===== src/rtl/mem_port_requester.sv =====
`default_nettype none
// ============================================================================
// Module   : mem_port_requester
// Purpose  : Buffers cache read/writeback requests in an in-order FIFO and
//            runs one message-protocol transaction at a time on a memory port.
// Revision : 1.0 - initial release
// ============================================================================
module mem_port_requester #(
  parameter int DATA_WIDTH    = 32,
  parameter int ADDRESS_WIDTH = 32,
  parameter int MSG_BITS      = 3,
  parameter int FIFO_DEPTH    = 4,
  parameter logic [MSG_BITS-1:0] NO_REQ     = MSG_BITS'(0),
  parameter logic [MSG_BITS-1:0] WB_REQ     = MSG_BITS'(1),
  parameter logic [MSG_BITS-1:0] R_REQ      = MSG_BITS'(2),
  parameter logic [MSG_BITS-1:0] MEM_NO_MSG = MSG_BITS'(4),
  parameter logic [MSG_BITS-1:0] MEM_READY  = MSG_BITS'(5),
  parameter logic [MSG_BITS-1:0] MEM_SENT   = MSG_BITS'(6)
) (
  input  logic                     clock,
  input  logic                     reset,
  input  logic                     req_valid,
  output logic                     req_ready,
  input  logic                     req_write,
  input  logic [ADDRESS_WIDTH-1:0] req_address,
  input  logic [DATA_WIDTH-1:0]    req_data,
  output logic                     resp_valid,
  output logic                     resp_write,
  output logic [ADDRESS_WIDTH-1:0] resp_address,
  output logic [DATA_WIDTH-1:0]    resp_data,
  output logic [MSG_BITS-1:0]      mem_msg_out,
  output logic [ADDRESS_WIDTH-1:0] mem_address_out,
  output logic [DATA_WIDTH-1:0]    mem_data_out,
  input  logic [MSG_BITS-1:0]      mem_msg_in,
  input  logic [ADDRESS_WIDTH-1:0] mem_address_in,
  input  logic [DATA_WIDTH-1:0]    mem_data_in
);

  localparam int c_ptr_w = (FIFO_DEPTH > 1) ? $clog2(FIFO_DEPTH) : 1;
  localparam int c_cnt_w = c_ptr_w + 1;
  localparam logic [c_cnt_w-1:0] c_full_count = c_cnt_w'(FIFO_DEPTH);
  localparam logic [c_ptr_w-1:0] c_ptr_one    = c_ptr_w'(1);
  localparam logic [c_cnt_w-1:0] c_cnt_one    = c_cnt_w'(1);

  typedef enum logic [1:0] {
    ST_IDLE = 2'd0,
    ST_REQ  = 2'd1,
    ST_DONE = 2'd2
  } state_t;

  // Request FIFO storage and bookkeeping
  logic [ADDRESS_WIDTH-1:0] r_fifo_addr [FIFO_DEPTH];
  logic [DATA_WIDTH-1:0]    r_fifo_data [FIFO_DEPTH];
  logic [FIFO_DEPTH-1:0]    r_fifo_write;
  logic [c_ptr_w-1:0]       r_wr_ptr;
  logic [c_ptr_w-1:0]       r_rd_ptr;
  logic [c_cnt_w-1:0]       r_count;

  logic w_push;
  logic w_pop;
  logic w_nonempty;

  state_t                   r_state;
  state_t                   w_state_next;
  logic [MSG_BITS-1:0]      r_mem_msg,  w_mem_msg_next;
  logic [ADDRESS_WIDTH-1:0] r_mem_addr, w_mem_addr_next;
  logic [DATA_WIDTH-1:0]    r_mem_data, w_mem_data_next;
  logic                     r_resp_valid, w_resp_valid_next;
  logic                     r_resp_write, w_resp_write_next;
  logic [ADDRESS_WIDTH-1:0] r_resp_addr,  w_resp_addr_next;
  logic [DATA_WIDTH-1:0]    r_resp_data,  w_resp_data_next;

  logic w_addr_hit;
  logic w_read_match;
  logic w_write_match;

  assign req_ready  = (r_count != c_full_count);
  assign w_nonempty = (r_count != '0);
  assign w_push     = req_valid & req_ready;

  assign w_addr_hit    = (mem_address_in == r_mem_addr);
  assign w_read_match  = (r_mem_msg == R_REQ)  && (mem_msg_in == MEM_SENT)  && w_addr_hit;
  assign w_write_match = (r_mem_msg == WB_REQ) && (mem_msg_in == MEM_READY) && w_addr_hit;

  always_ff @(posedge clock) begin
    if (w_push) begin
      r_fifo_addr[r_wr_ptr]  <= req_address;
      r_fifo_data[r_wr_ptr]  <= req_write ? req_data : '0;
      r_fifo_write[r_wr_ptr] <= req_write;
    end
  end

  always_ff @(posedge clock) begin
    if (reset) begin
      r_wr_ptr <= '0;
      r_rd_ptr <= '0;
      r_count  <= '0;
    end else begin
      if (w_push) r_wr_ptr <= r_wr_ptr + c_ptr_one;
      if (w_pop)  r_rd_ptr <= r_rd_ptr + c_ptr_one;
      case ({w_push, w_pop})
        2'b10:   r_count <= r_count + c_cnt_one;
        2'b01:   r_count <= r_count - c_cnt_one;
        default: r_count <= r_count;
      endcase
    end
  end

  // Next-state and next-output logic; registered below so every port is a flop
  always_comb begin
    w_state_next      = r_state;
    w_pop             = 1'b0;
    w_mem_msg_next    = r_mem_msg;
    w_mem_addr_next   = r_mem_addr;
    w_mem_data_next   = r_mem_data;
    w_resp_valid_next = 1'b0;
    w_resp_write_next = r_resp_write;
    w_resp_addr_next  = r_resp_addr;
    w_resp_data_next  = r_resp_data;

    case (r_state)
      ST_IDLE: begin
        if (w_nonempty) begin
          w_pop           = 1'b1;
          w_mem_msg_next  = r_fifo_write[r_rd_ptr] ? WB_REQ : R_REQ;
          w_mem_addr_next = r_fifo_addr[r_rd_ptr];
          w_mem_data_next = r_fifo_data[r_rd_ptr];
          w_state_next    = ST_REQ;
        end
      end
      ST_REQ: begin
        if (w_read_match || w_write_match) begin
          w_mem_msg_next    = NO_REQ;
          w_mem_addr_next   = '0;
          w_mem_data_next   = '0;
          w_resp_valid_next = 1'b1;
          w_resp_write_next = w_write_match;
          w_resp_addr_next  = r_mem_addr;
          w_resp_data_next  = w_read_match ? mem_data_in : '0;
          w_state_next      = ST_DONE;
        end
      end
      ST_DONE: begin
        // One NO_REQ cycle lets memory settle back to idle first
        w_state_next = ST_IDLE;
      end
      default: begin
        w_state_next    = ST_IDLE;
        w_mem_msg_next  = NO_REQ;
        w_mem_addr_next = '0;
        w_mem_data_next = '0;
      end
    endcase
  end

  always_ff @(posedge clock) begin
    if (reset) begin
      r_state      <= ST_IDLE;
      r_mem_msg    <= NO_REQ;
      r_mem_addr   <= '0;
      r_mem_data   <= '0;
      r_resp_valid <= 1'b0;
      r_resp_write <= 1'b0;
      r_resp_addr  <= '0;
      r_resp_data  <= '0;
    end else begin
      r_state      <= w_state_next;
      r_mem_msg    <= w_mem_msg_next;
      r_mem_addr   <= w_mem_addr_next;
      r_mem_data   <= w_mem_data_next;
      r_resp_valid <= w_resp_valid_next;
      r_resp_write <= w_resp_write_next;
      r_resp_addr  <= w_resp_addr_next;
      r_resp_data  <= w_resp_data_next;
    end
  end

  assign mem_msg_out     = r_mem_msg;
  assign mem_address_out = r_mem_addr;
  assign mem_data_out    = r_mem_data;
  assign resp_valid      = r_resp_valid;
  assign resp_write      = r_resp_write;
  assign resp_address    = r_resp_addr;
  assign resp_data       = r_resp_data;

endmodule
`default_nettype wire


===== config.mk =====
export PLATFORM = sky130hd
export DESIGN_NAME = mem_port_requester
export DESIGN_NICKNAME = d
export VERILOG_FILES = /design/src/rtl/mem_port_requester.sv
export SDC_FILE = /design/constraint.sdc
export NUM_CORES = 1
export LEC_CHECK = 0
export ABC_AREA = 1
export CORE_MARGIN = 1
export CORE_UTILIZATION = 45
export CTS_CLUSTER_DIAMETER = 30
export DETAILED_ROUTE_END_ITERATION = 16
export HOLD_SLACK_MARGIN = 0.15
export PLACE_DENSITY = 0.8
export SETUP_SLACK_MARGIN = 0.02
export SLEW_MARGIN = 10
export SYNTH_ARGS = -nofsm -noshare
export SYNTH_HDL_FRONTEND = slang
export SYNTH_SLANG_ARGS = --single-unit

===== constraint.sdc =====
create_clock -name clock -period 4.25 [get_ports clock]
set_input_delay 0.85 -clock clock [delete_from_list [all_inputs] [get_ports clock]]
set_output_delay 0.85 -clock clock [all_outputs]
set_load 0.02 [all_outputs]

# [Yosys cells after proc, flatten, opt, wreduce, memory -nomap -nowiden]
# Memory sizes are Yosys's and may differ from the RTL's. A register that Yosys moved wholly into a read port is not among the register bits.
# Index checks and enable logic that the tools add are counted.
[word_totals] elab_cells=78 inputBits=135 ramBits=256 ff_bits=146 n_memories=2 output_inout_bits=134
[op_classes] n_eq_ne=12 bitwise=3 n_lt_le_gt_ge=3 muxes=29 reduce_logical=13 n_addsub=4
[mem_list] memory="r_fifo_addr" depth=4 word_bits=32 rd=1 rd_clocked_by_memory_dff=1 wr=1 line_no="52" text="logic [ADDRESS_WIDTH-1:0] r_fifo_addr [FIFO_DEPTH];"
[mem_list] memory="r_fifo_data" depth=4 word_bits=32 rd=1 rd_clocked_by_memory_dff=1 wr=1 line_no="53" text="logic [DATA_WIDTH-1:0] r_fifo_data [FIFO_DEPTH];"
[op_table] cell="$pmux 32 s3" n=2
[op_table] cell="$mux 32" n=5
[op_table] cell="$eq 32x32->1" n=1
[op_table] cell="$mux 2" n=7
[op_table] cell="$pmux 3 s3" n=1
[op_table] cell="$mux 1" n=7
[op_table] cell="$eq 3x3->1 const B" n=2
[op_table] cell="$lt 2x3->1 const B" n=2
[op_table] cell="$mux 3" n=2
[op_table] cell="$pmux 3 s2" n=1
[op_table] cell="$logic_and 1x1->1" n=5
[op_table] cell="$add 2x1->2 const B" n=2
[op_table] cell="$bwmux 4" n=1
[op_table] cell="$eq 2x1->1 const B" n=2
[op_table] cell="$eq 2x2->1 const B" n=2
[op_table] cell="$ne 2x2->1 const B" n=2
[op_table] cell="$pmux 2 s2" n=1
[op_table] cell="$reduce_and 2->1" n=2
[op_table] cell="$add 3x1->3 const B" n=1
[op_table] cell="$eq 3x1->1 const B" n=1
[op_table] cell="$eq 3x2->1 const B" n=1
[op_table] cell="$ne 3x3->1 const B" n=1
[op_table] cell="$reduce_and 3->1" n=1
[op_table] cell="$reduce_bool 3->1" n=1
[op_table] cell="other kinds (10)" n=11

# [Logic depth before layout (Yosys ltp)]
# Gate-level depths: netlist (run 1).
[depth] word_depth=6 depth_mapped=15 mapped_depth_nobuf=13

# [Worst setup path before layout (run 1)]
# Ideal clock, no wire load.
[synth_timing] kind="input port to flip-flop" from="in req_valid" to="mem r_fifo_addr[0][0], enable pin" t_required_ns=3.761 stages=2 setup_ns=0.489 n_path_buf=0 t_arrival_ns=3.751 setup_slack_ns=0.011 path_cell_list="nand2_1 nor2_1"
[synth_via] elab_chain_cells=3
[synth_rtl] element="start: declaration" line_no="22" text="input logic req_valid,"
[synth_rtl] element="$and 1x1->1" line_no="79" text="assign w_push = req_valid & req_ready;"
[synth_rtl] element="$mux 1" line_no="86" text="if (w_push) begin"
[synth_rtl] element="$mux 1 (implied by the code)" line_no="87" text="r_fifo_addr[r_wr_ptr] <= req_address;"
[synth_rtl] element="end: declaration" line_no="52"
# Every way passes these cells.

# [Worst setup path in the final report (run 1)]
[layout_timing] from="in mem_address_in[25]" to="reg r_resp_data[7], in the netlist resp_data[7]"
[layout_via] elab_chain_cells=4 elab_cells_between_ends=6 classes_between="eq/ne: 1; mux: 1; reduce/logical: 4"
[layout_rtl] element="start: declaration" line_no="35" text="input logic [ADDRESS_WIDTH-1:0] mem_address_in,"
[layout_rtl] element="$eq 32x32->1 *" line_no="81" text="assign w_addr_hit = (mem_address_in == r_mem_addr);"
[layout_rtl] element="$logic_and 1x1->1 (on tied branches)" line_no="82, 83"
[layout_rtl] element="$logic_or 1x1->1" line_no="132" text="if (w_read_match || w_write_match) begin"
[layout_rtl] element="$reduce_and 2->1 (no line)"
[layout_rtl] element="end signal: assignment" line_no="174" text="r_resp_data <= w_resp_data_next;"
[layout_rtl] element="end: declaration" line_no="71" text="logic [DATA_WIDTH-1:0] r_resp_data, w_resp_data_next;"
# Every way passes the cells marked *; elsewhere a longest branch is shown, timed or not.
# A chain may end at the register's enable or synchronous reset.

==> results_dict.tcl, run 1 <==
set metrics [dict create \
    power_density_nw_per_um2 699 \
    setup_viol 0 \
    worstPathRequired_ns 4.69 \
    p_comb_share_pct 28.8 \
    r2r_cells 10 \
    drc 0 \
    ctsHoldBuffers 0 \
    cts.clk_slew.worst_paths_ns 0.04 \
    critPathLaunchType "input pin" \
    grt.overflow.total 0 \
    holdCritPathClass "flop to flop" \
    grt_pass1_vias 13700 \
    synthCells 1848 \
    cts_tree "built" \
    fin_skew_ns 0.0256 \
    whs_ns 0.462 \
    port_buffers 267 \
    first_iter_violations 1012 \
    swShare_pct 34.3 \
    slew_violations 0 \
    syn_area_per_cell_um2 9.38 \
    power_frac_clock_pct 39.6 \
    wire_per_inst_um 17.8 \
    hold_violations 0 \
    rsz0062_at_grt "no" \
    period_needed_ns 2.94 \
    worstMarginPinSlew_ns 1.18 \
    clk_latency_ns 0.60 \
    rr_startpoint "mem_address_out[30]$_SDFFE_PP0P_" \
    synth_area_leaders "edfxtp_1 45%, dfxtp_1 17%, nand2_1 9.3%, nor2_1 5.0%, inv_1 4.8%" \
    synth_top_area_share_pct 45.0 \
    synth_top_area_cell "edfxtp_1" \
    grt_usage_pct 24.3 \
    cp_max_fo 40 \
    vdd_drop_max_mv 0.694 \
    cap_violations 0 \
    crit_path_end "resp_data[7]$_SDFFE_PP0P_" \
    syn-num-nets 1989 \
    fp.dieH_um 198 \
    antenna_found_initial 6 \
    yosys_warnings 0 \
    grt_pass1_wl_mm 73.2 \
    critical_path_arrival_ns 3.38 \
    antenna_cells 0 \
    setup_tns_ns 0 \
    final_util_pct 61.6 \
    area_delta_synth_final_pct 34.2 \
    clk_path_buf_depth 3 \
    num_vias 14000 \
    cts_max_level 3 \
    ctsRootBufferMaster "clkbuf_16" \
    slew_headroom_pct 21.4 \
    num_rows 71 \
    rrSetupSlack_ns 1.57 \
    path_class "input pin to flop" \
    r2r_end "resp_data[7]$_SDFFE_PP0P_" \
    cts_inserted_buffers 81 \
    drive_gt1_share_pct 8.22 \
    ios 269 \
    yosysSeqAreaShare_pct 61.5 \
    drt_pass1_iterations 5 \
    ys_seq_elements 403 \
    status "complete, no violations" \
    routabilityCongestion 0.940 \
    syn-cell-area_um2 17300 \
    max_freq_mhz 340 \
    routed_via_density 5.23 \
    cts_resized 0 \
    core_um2 37800 \
    ant_nets 0 \
    hpwl_mm 28.2 \
    cts_sinks 403 \
    fin_crit_sh_pct 69.1 \
    power_frac_seq_pct 31.7 \
    grt_max_degree 193 \
    synth_cell_types 32 \
    die_w_um 198 \
    start_util_pct 45.9 \
    nNetsFinal 2239 \
    end_kind "flop" \
    p_switching_uw 5570 \
    p_int_uw 10700 \
    routed_wl_mm 47.7 \
    p_leak_uw 0.00940 \
    post_cts_buffers 0 \
    die_area_um2 39300 \
    critPathLaunch "mem_address_in[25]" \
]
-- worst min path at each step --
stage | slack, ns | to | depth (start not counted) | start
3_3_place_gp | 0.45 | resp_data[25]$_SDFFE_PP0P_ | 2 | resp_data[25]$_SDFFE_PP0P_
4_1_cts | 0.46 | resp_data[10]$_SDFFE_PP0P_ | 2 | resp_data[10]$_SDFFE_PP0P_
3_5_place_dp | 0.46 | resp_data[25]$_SDFFE_PP0P_ | 2 | resp_data[25]$_SDFFE_PP0P_
2_1_floorplan | 0.45 | r_count[2]$_SDFFE_PP0P_ | 2 | r_count[2]$_SDFFE_PP0P_
5_1_grt | 0.48 | resp_data[16]$_SDFFE_PP0P_ | 2 | resp_data[16]$_SDFFE_PP0P_
6_report | 0.46 | resp_data[16]$_SDFFE_PP0P_ | 2 | resp_data[16]$_SDFFE_PP0P_
-- cell usage after synthesis --
cell type	count
o21ai_1	1
o311ai_0	64
buf_6	3
nor4_2	1
buf_1	9
clkbuf_1	86
fa_1	1
xor2_1	14
conb_1	1
nand3_1	133
o2111ai_1	32
a21oi_1	110
ha_1	5
nor2_1	229
nor2_2	1
nand4_1	34
or2_2	1
o211ai_1	2
o21ai_0	7
buf_2	13
nor3_2	1
xnor2_1	20
nand2_1	431
inv_1	223
and2_1	3
nand2_2	1
edfxtp_1	260
nor3_1	1
inv_2	3
dfxtp_1	143
a32o_1	1
buf_4	14
-- critical path, stage by stage --
cell and delay, ns:
clkdlybuf4s50_1 0.51, nand2_1 0.08, nand2_1 0.13, inv_1 0.05, nor2_1 0.11, nand2_1 0.06, nor2_1 0.20, nand2_1 0.18
nor2_4 0.16, buf_4 0.39, o211ai_1 0.17, buf_4 0.28, nand2_1 0.11, a21oi_1 0.08
-- power by group through the flow --
| stage | combinational [uW] | clock, uW | sequential [uW] |
|---|---|---|---|
| final | 4670 | 6430 | 5150 |
| after global routing | 5210 | 6690 | 5200 |
| after CTS | 4680 | 6500 | 5150 |
| after detailed placement | 4620 | 0 | 5210 |
| after global placement | 4510 | 0 | 5190 |
| after floorplan | 2950 | 0 | 5310 |
-- layout make-up --
| cell class | instances | area (um^2) |
|---|---|---|
| sequential | 403 | 10700 |
| timing repair buffer | 292 | 2910 |
| tap | 511 | 639 |
| inverter | 226 | 851 |
| clock inverter | 47 | 609 |
| multi-input combinational | 1094 | 5350 |
| clock buffer | 103 | 2230 |
| fill | 2946 | 14500 |
-- metrics by stage --
stage                     setup WS (ns)  area (um^2)  power (uW)  std cells
final                              1.31        23300       16300       2676
after global routing               1.19        23300       17100       2676
after CTS                          1.38        23300       16300       2676
after detailed placement          0.829        20400        9830       2526
after global placement            0.907        20400        9710       2526
after floorplan                  0.0108        17300        8250       1848
-- cell usage in the layout, fill, tap and decap left out, types with 4 or more instances in the layout --
cell             instances
nand3_1                133
clkinv_8                 4
clkinvlp_4               7
inv_1                  223
clkinv_4                 4
bufinv_16                9
o2111ai_1               32
nand4_1                 34
edfxtp_1               260
nor2_1                 223
clkbuf_8                 6
nand2_1                430
inv_6                    6
xor2_1                  14
buf_4                   21
clkinv_2                12
a21oi_1                110
clkbuf_16               84
buf_12                   4
o311ai_0                64
clkbuf_1                13
dfxtp_1                141
nor2_4                   7
xnor2_1                 20
clkdlybuf4s50_1        267
ha_1                     5
o21ai_0                  7
-- registers in the layout (all words and copies together), names as in the netlist, named ones only --
signal           count
resp_address        32
resp_data           32
r_wr_ptr             2
r_rd_ptr             2
r_fifo_addr        128
mem_address_out     32
r_state              2
resp_valid           1
r_count              3
mem_msg_out          2
r_fifo_data        128
resp_write           1
mem_data_out        32
r_fifo_write         4
-- layer usage --
layer	global-route usage (%)	vias up	wire length, um
met5	0	-	80
met4	13.0	12	1950
met3	6.86	140	4270
met2	40.6	611	22800
met1	28.1	6552	18600
li1	-	6684	-
-- cell families after synthesis --
logic type | count (synthesis) | share of synthesized area [%]
AOI/OAI and AO/OA | 217 | 8.40
xor gates and xnor gates | 34 | 1.72
adders and majority gates | 6 | 0.476
buffers and inverters | 351 | 8.12
DFF | 403 | 61.5
other | 1 | 0.0216
and+or+nand+nor | 836 | 19.7
No activity file was read; power rests on OpenSTA's default activity.
==> run 2, diff against run 1 <==
==> constraint.sdc (replaced) <==
create_clock -name clock -period 2.5 [get_ports clock]
set_input_delay 0.5 -clock clock [delete_from_list [all_inputs] [get_ports clock]]
set_output_delay 0.5 -clock clock [all_outputs]
set_load 0.02 [all_outputs]
==> run 2 against run 1 <==
Compared with the run above: sequential power grew 70%; register-to-register slack lost 1.3 ns; sequential cell count is the same; non-clock buffer count grew 41; largest cell class unchanged.
==> results_dict.tcl, run 2 (synthesis gave the netlist of run 1 again) <==
set metrics [dict create \
    cts_tree "built" \
    clk_path_buf_depth 3 \
    ctsRootBufferMaster "clkbuf_16" \
    port_buffers 267 \
    power_density_nw_per_um2 1180 \
    grt.overflow.total 0 \
    fin_skew_ns 0.0264 \
    die_area_um2 39300 \
    grt_usage_pct 24.7 \
    num_vias 14000 \
    cts_inserted_buffers 80 \
    cpPeakStageDelay_ns 0.64 \
    drive_gt1_share_pct 9.81 \
    setup_viol 0 \
    critical_path_arrival_ns 1.84 \
    cts.clk_slew.worst_paths_ns 0.05 \
    first_iter_violations 788 \
    p_leak_uw 0.00967 \
    path_cells "inv_1 > nand3_1 > clkdlybuf4s50_1" \
    final_area_um2 23800 \
    worstMarginPinSlew_ns 0.781 \
    ant_nets 0 \
    hpwl_mm 30.7 \
    layout_common_cells "430 x nand2_1, 267 x clkdlybuf4s50_1, 260 x edfxtp_1, 223 x nor2_1, 223 x inv_1" \
    status "complete, no violations" \
    place_inst 2567 \
    cp_max_fo 3 \
    drc 0 \
    cap_violations 0 \
    grt_max_degree 66 \
    area_delta_synth_final_pct 37.3 \
    drt_pass1_iterations 7 \
    fp.dieH_um 198 \
    whs_ns 0.462 \
    path_delay_family "buffers and inverters" \
    rsz0062_at_grt "no" \
    ios 269 \
    slowest_stage "clkdlybuf4s50_1" \
    routed_wl_mm 48.0 \
    worstPathRequired_ns 2.00 \
    routed_via_density 5.18 \
    critPathLaunchType "flop" \
    setup_tns_ns 0 \
    finalNonFillerCells 2713 \
    top_regs "r_fifo_addr (128), r_fifo_data (128)" \
    slew_headroom_pct 47.7 \
    post_cts_buffers 0 \
    cts_sinks 403 \
    vdd_drop_max_mv 0.830 \
    wire_per_inst_um 17.7 \
    path_class "flop to primary output" \
    final_common_cell "nand2_1" \
    cts_max_level 3 \
    hold_violations 0 \
    antenna_found_initial 6 \
    slew_violations 0 \
    placed_cell_area_um2 21000 \
    max_freq_mhz 427 \
    total_power_uw 28200 \
    critPathLaunch "r_count[1]$_SDFFE_PP0P_" \
    grt_pass1_vias 13900 \
    grt_pass1_wl_mm 74.2 \
    cts_resized 0 \
    clk_latency_ns 0.57 \
    routabilityCongestion 0.978 \
    die_w_um 198 \
    holdCritPathClass "flop to flop" \
    end_kind "primary output" \
    crit_buf_inv 2 \
    fin_crit_sh_pct 93.7 \
    num_rows 71 \
    ctsHoldBuffers 0 \
    min_from "resp_data[11]$_SDFFE_PP0P_" \
    nNetsFinal 2279 \
    period_needed_ns 2.34 \
    core_um2 37800 \
    start_util_pct 45.9 \
]
run 2: cell types whose count changed in the layout (fill, tap and decap cells not counted), moves of 4 or more:
cell       change
buf_12        +22
buf_4         +19
bufinv_16      +5
clkbuf_1       -4
run 2: final timing paths:
check | end | slack, ns | depth (start not counted)
max | req_ready | 0.16 | 3
min | resp_data[11]$_SDFFE_PP0P_ | 0.46 | 2
max reg2reg | mem_data_out[0]$_SDFFE_PP0P_ | 0.30 | 6
min reg2reg | resp_data[11]$_SDFFE_PP0P_ | 0.46 | 2
run 2: layout make-up:
class	count	area (um^2)
Timing Repair Buffer	333	3490
Multi-Input combinational cell	1094	5350
Sequential cell	403	10700
Clock inverter	52	704
Fill cell	2949	13900
Tap cell	511	639
Clock buffer	93	2100
Inverter	226	851
Antenna cell	1	2.50
run 2: stage by stage:
step	setup WS (ns)	utilization, %
finish	0.157	63.1
global route	0.0804	63.1
floorplan	-0.519	-
global placement	-0.118	55.6
detailed placement	-0.213	55.6
CTS	0.132	63.1
run 2: worst reg2reg max path: cells and delay by family, from the launching register on:
family / cells / cell delay, ns
AOI/OAI and AO/OA: 1 / 0.56
buffers and inverters: 1 / 0.44
DFF: 1 / 0.62
and+or+nand+nor: 4 / 0.48
run 2: metal layers:
layer  GRT usage [%]  up-vias  part of all wire [%]
met5               0        -                  0.14
met4            14.0       10                   4.7
met3            6.85      132                   8.5
met2            41.5      576                    48
met1            28.4     6555                    38
li1                -     6767                     -
run 2: power breakdown:
| part | internal (uW) | total, uW | switching (uW) |
|---|---|---|---|
| combinational | 3220 | 8500 | 5280 |
| clock | 7490 | 10900 | 3440 |
| sequential | 8050 | 8770 | 714 |
==> run 3, diff against run 2 <==
--- a/config.mk
+++ b/config.mk
@@ -11,7 +11,7 @@
 export CTS_CLUSTER_DIAMETER = 30
 export DETAILED_ROUTE_END_ITERATION = 16
 export HOLD_SLACK_MARGIN = 0.15
-export PLACE_DENSITY = 0.8
+export PLACE_DENSITY = 0.78
 export SETUP_SLACK_MARGIN = 0.02
 export SLEW_MARGIN = 10
 export SYNTH_ARGS = -nofsm -noshare
==> constraint.sdc (replaced) <==
create_clock -name clock -period 2.65 [get_ports clock]
set_input_delay 0.53 -clock clock [delete_from_list [all_inputs] [get_ports clock]]
set_output_delay 0.53 -clock clock [all_outputs]
set_load 0.02 [all_outputs]
==> run 3 against run 2 <==
Compared with the run above: critical path depth increased by 7; global-route usage shrank 0.46 points; largest power group unchanged; design area fell by 0.40%; core utilization fell by 0.25 points; sequential cell count stayed put; die area unchanged.
==> results_dict.tcl, run 3 (synthesis gave the netlist of run 1 again) <==
set metrics [dict create \
    area_delta_synth_final_pct 36.8 \
    layout.area.seq_um2 10700 \
    path_class "input pin to flop" \
    num-fill-cells 2890 \
    r2r_cells 10 \
    min_from "resp_data[30]$_SDFFE_PP0P_" \
    ios 269 \
    post_cts_buffers 0 \
    fp.dieH_um 198 \
    final_common_cell "nand2_1" \
    cap_violations 0 \
    fin_crit_sh_pct 90.8 \
    p_leak_uw 0.00962 \
    layout_common_cells "430 x nand2_1, 267 x clkdlybuf4s50_1, 260 x edfxtp_1, 223 x nor2_1, 223 x inv_1" \
    final_area_um2 23700 \
    antenna_found_initial 8 \
    routed_wl_mm 47.3 \
    worstMarginPinSlew_ns 0.831 \
    hold_violations 0 \
    r2r_end "resp_data[7]$_SDFFE_PP0P_" \
    cts_max_level 3 \
    ant_nets 0 \
    wire_per_inst_um 17.5 \
    grt_max_degree 115 \
    fin_skew_ns 0.0190 \
    holdCritPathClass "flop to flop" \
    grt_usage_pct 24.3 \
    port_buffers 267 \
    grt_pass1_wl_mm 73.2 \
    nNetsFinal 2260 \
    cp_max_fo 41 \
    power_density_nw_per_um2 1130 \
    finalNonFillerCells 2704 \
    period_needed_ns 2.41 \
    place_inst 2545 \
    rr_startpoint "mem_address_out[12]$_SDFFE_PP0P_" \
    critPathLaunch "mem_address_in[12]" \
    worstPathRequired_ns 3.16 \
    num_vias 13900 \
    drive_gt1_share_pct 9.63 \
    critPathLaunchType "input pin" \
    multi_input_area_um2 5350 \
    routabilityCongestion 0.977 \
    critical_path_arrival_ns 2.91 \
    drt_pass1_iterations 6 \
    clk_path_buf_depth 3 \
    setup_viol 0 \
    whs_endpoint "resp_data[30]$_SDFFE_PP0P_" \
    rrSetupSlack_ns 0.27 \
    status "complete, no violations" \
    die_w_um 198 \
    vdd_drop_max_mv 0.864 \
    cts.clk_slew.worst_paths_ns 0.05 \
    cts_inserted_buffers 83 \
    end_kind "flop" \
    die_area_um2 39300 \
    drc 0 \
    grt.overflow.total 0 \
    whs_ns 0.460 \
    first_iter_violations 880 \
    grt_pass1_vias 13700 \
    top_regs "r_fifo_addr (128), r_fifo_data (128)" \
    core_um2 37800 \
    max_freq_mhz 416 \
    slew_headroom_pct 43.9 \
    cts_sinks 403 \
    start_util_pct 45.9 \
    cts_resized 0 \
    slew_violations 0 \
    num_rows 71 \
    ctsRootBufferMaster "clkbuf_16" \
    hpwl_mm 29.3 \
    cts_tree "built" \
    routed_via_density 5.14 \
    rsz0062_at_grt "no" \
    ctsHoldBuffers 0 \
    setup_tns_ns 0 \
    placed_cell_area_um2 20700 \
    holdPathStages 2 \
    clk_latency_ns 0.60 \
]
-- run 3: cell types whose count changed in the layout (fill, tap and decap cells not counted), sizes merged --
cell    before  now
clkbuf      93   94
buf         66   44
bufinv      14   10
inv        235  249
diode        1    3
-- run 3: power by group --
part           switching [uW]  internal (uW)  total (uW)
registers                 631           7600        8230
logic                    4910           2820        7720
clock network            3580           7190       10800
-- run 3: cell type report --
type | instances | area share, %
Antenna cell | 3 | 0.0316
Clock buffer | 94 | 9.46
Clock inverter | 62 | 3.06
Inverter | 226 | 3.59
Multi-Input combinational cell | 1094 | 22.5
Sequential cell | 403 | 45.0
Tap cell | 511 | 2.70
Timing Repair Buffer | 311 | 13.6
-- run 3: layer usage --
layer,global-route usage (%),routed length [um],vias up,share of wire (%)
met5,0,69,-,0.15
met4,13.9,2010,10,4.2
met3,7.17,4430,129,9.4
li1,-,-,6753,-
met2,40.4,22600,555,48
met1,27.8,18200,6448,39
-- run 3: through the flow --
stage	utilization (%)	worst slack, ns	total power (uW)
6_report	62.8	0.245	26700
3_5_place_dp	54.9	-0.213	16000
2_1_floorplan	-	-0.369	13200
4_1_cts	62.8	0.263	26900
3_3_place_gp	54.9	-0.207	15800
5_1_grt	62.8	0.184	28100
-- run 3: how the worst max path moves through the flow --
stage / end / slack, ns / cells past startpoint
3_5_place_dp: resp_address[1]$_SDFFE_PP0P_ / -0.21 / 12
4_1_cts: req_ready / 0.26 / 3
5_1_grt: resp_data[7]$_SDFFE_PP0P_ / 0.18 / 10
2_1_floorplan: r_fifo_addr[0][0]$_DFFE_PP_ / -0.37 / 4
6_report: resp_data[7]$_SDFFE_PP0P_ / 0.24 / 10
3_3_place_gp: resp_address[4]$_SDFFE_PP0P_ / -0.21 / 12
-- run 3: worst max-delay path, cell delays in order --
cell and delay [ns]:
clkdlybuf4s50_1 0.48, nand2_1 0.06, nand2_1 0.25, nand4_1 0.15, nor2_1 0.34, nand2_1 0.15, nor2_4 0.25, buf_12 0.25
nand4_1 0.21, a21oi_1 0.20
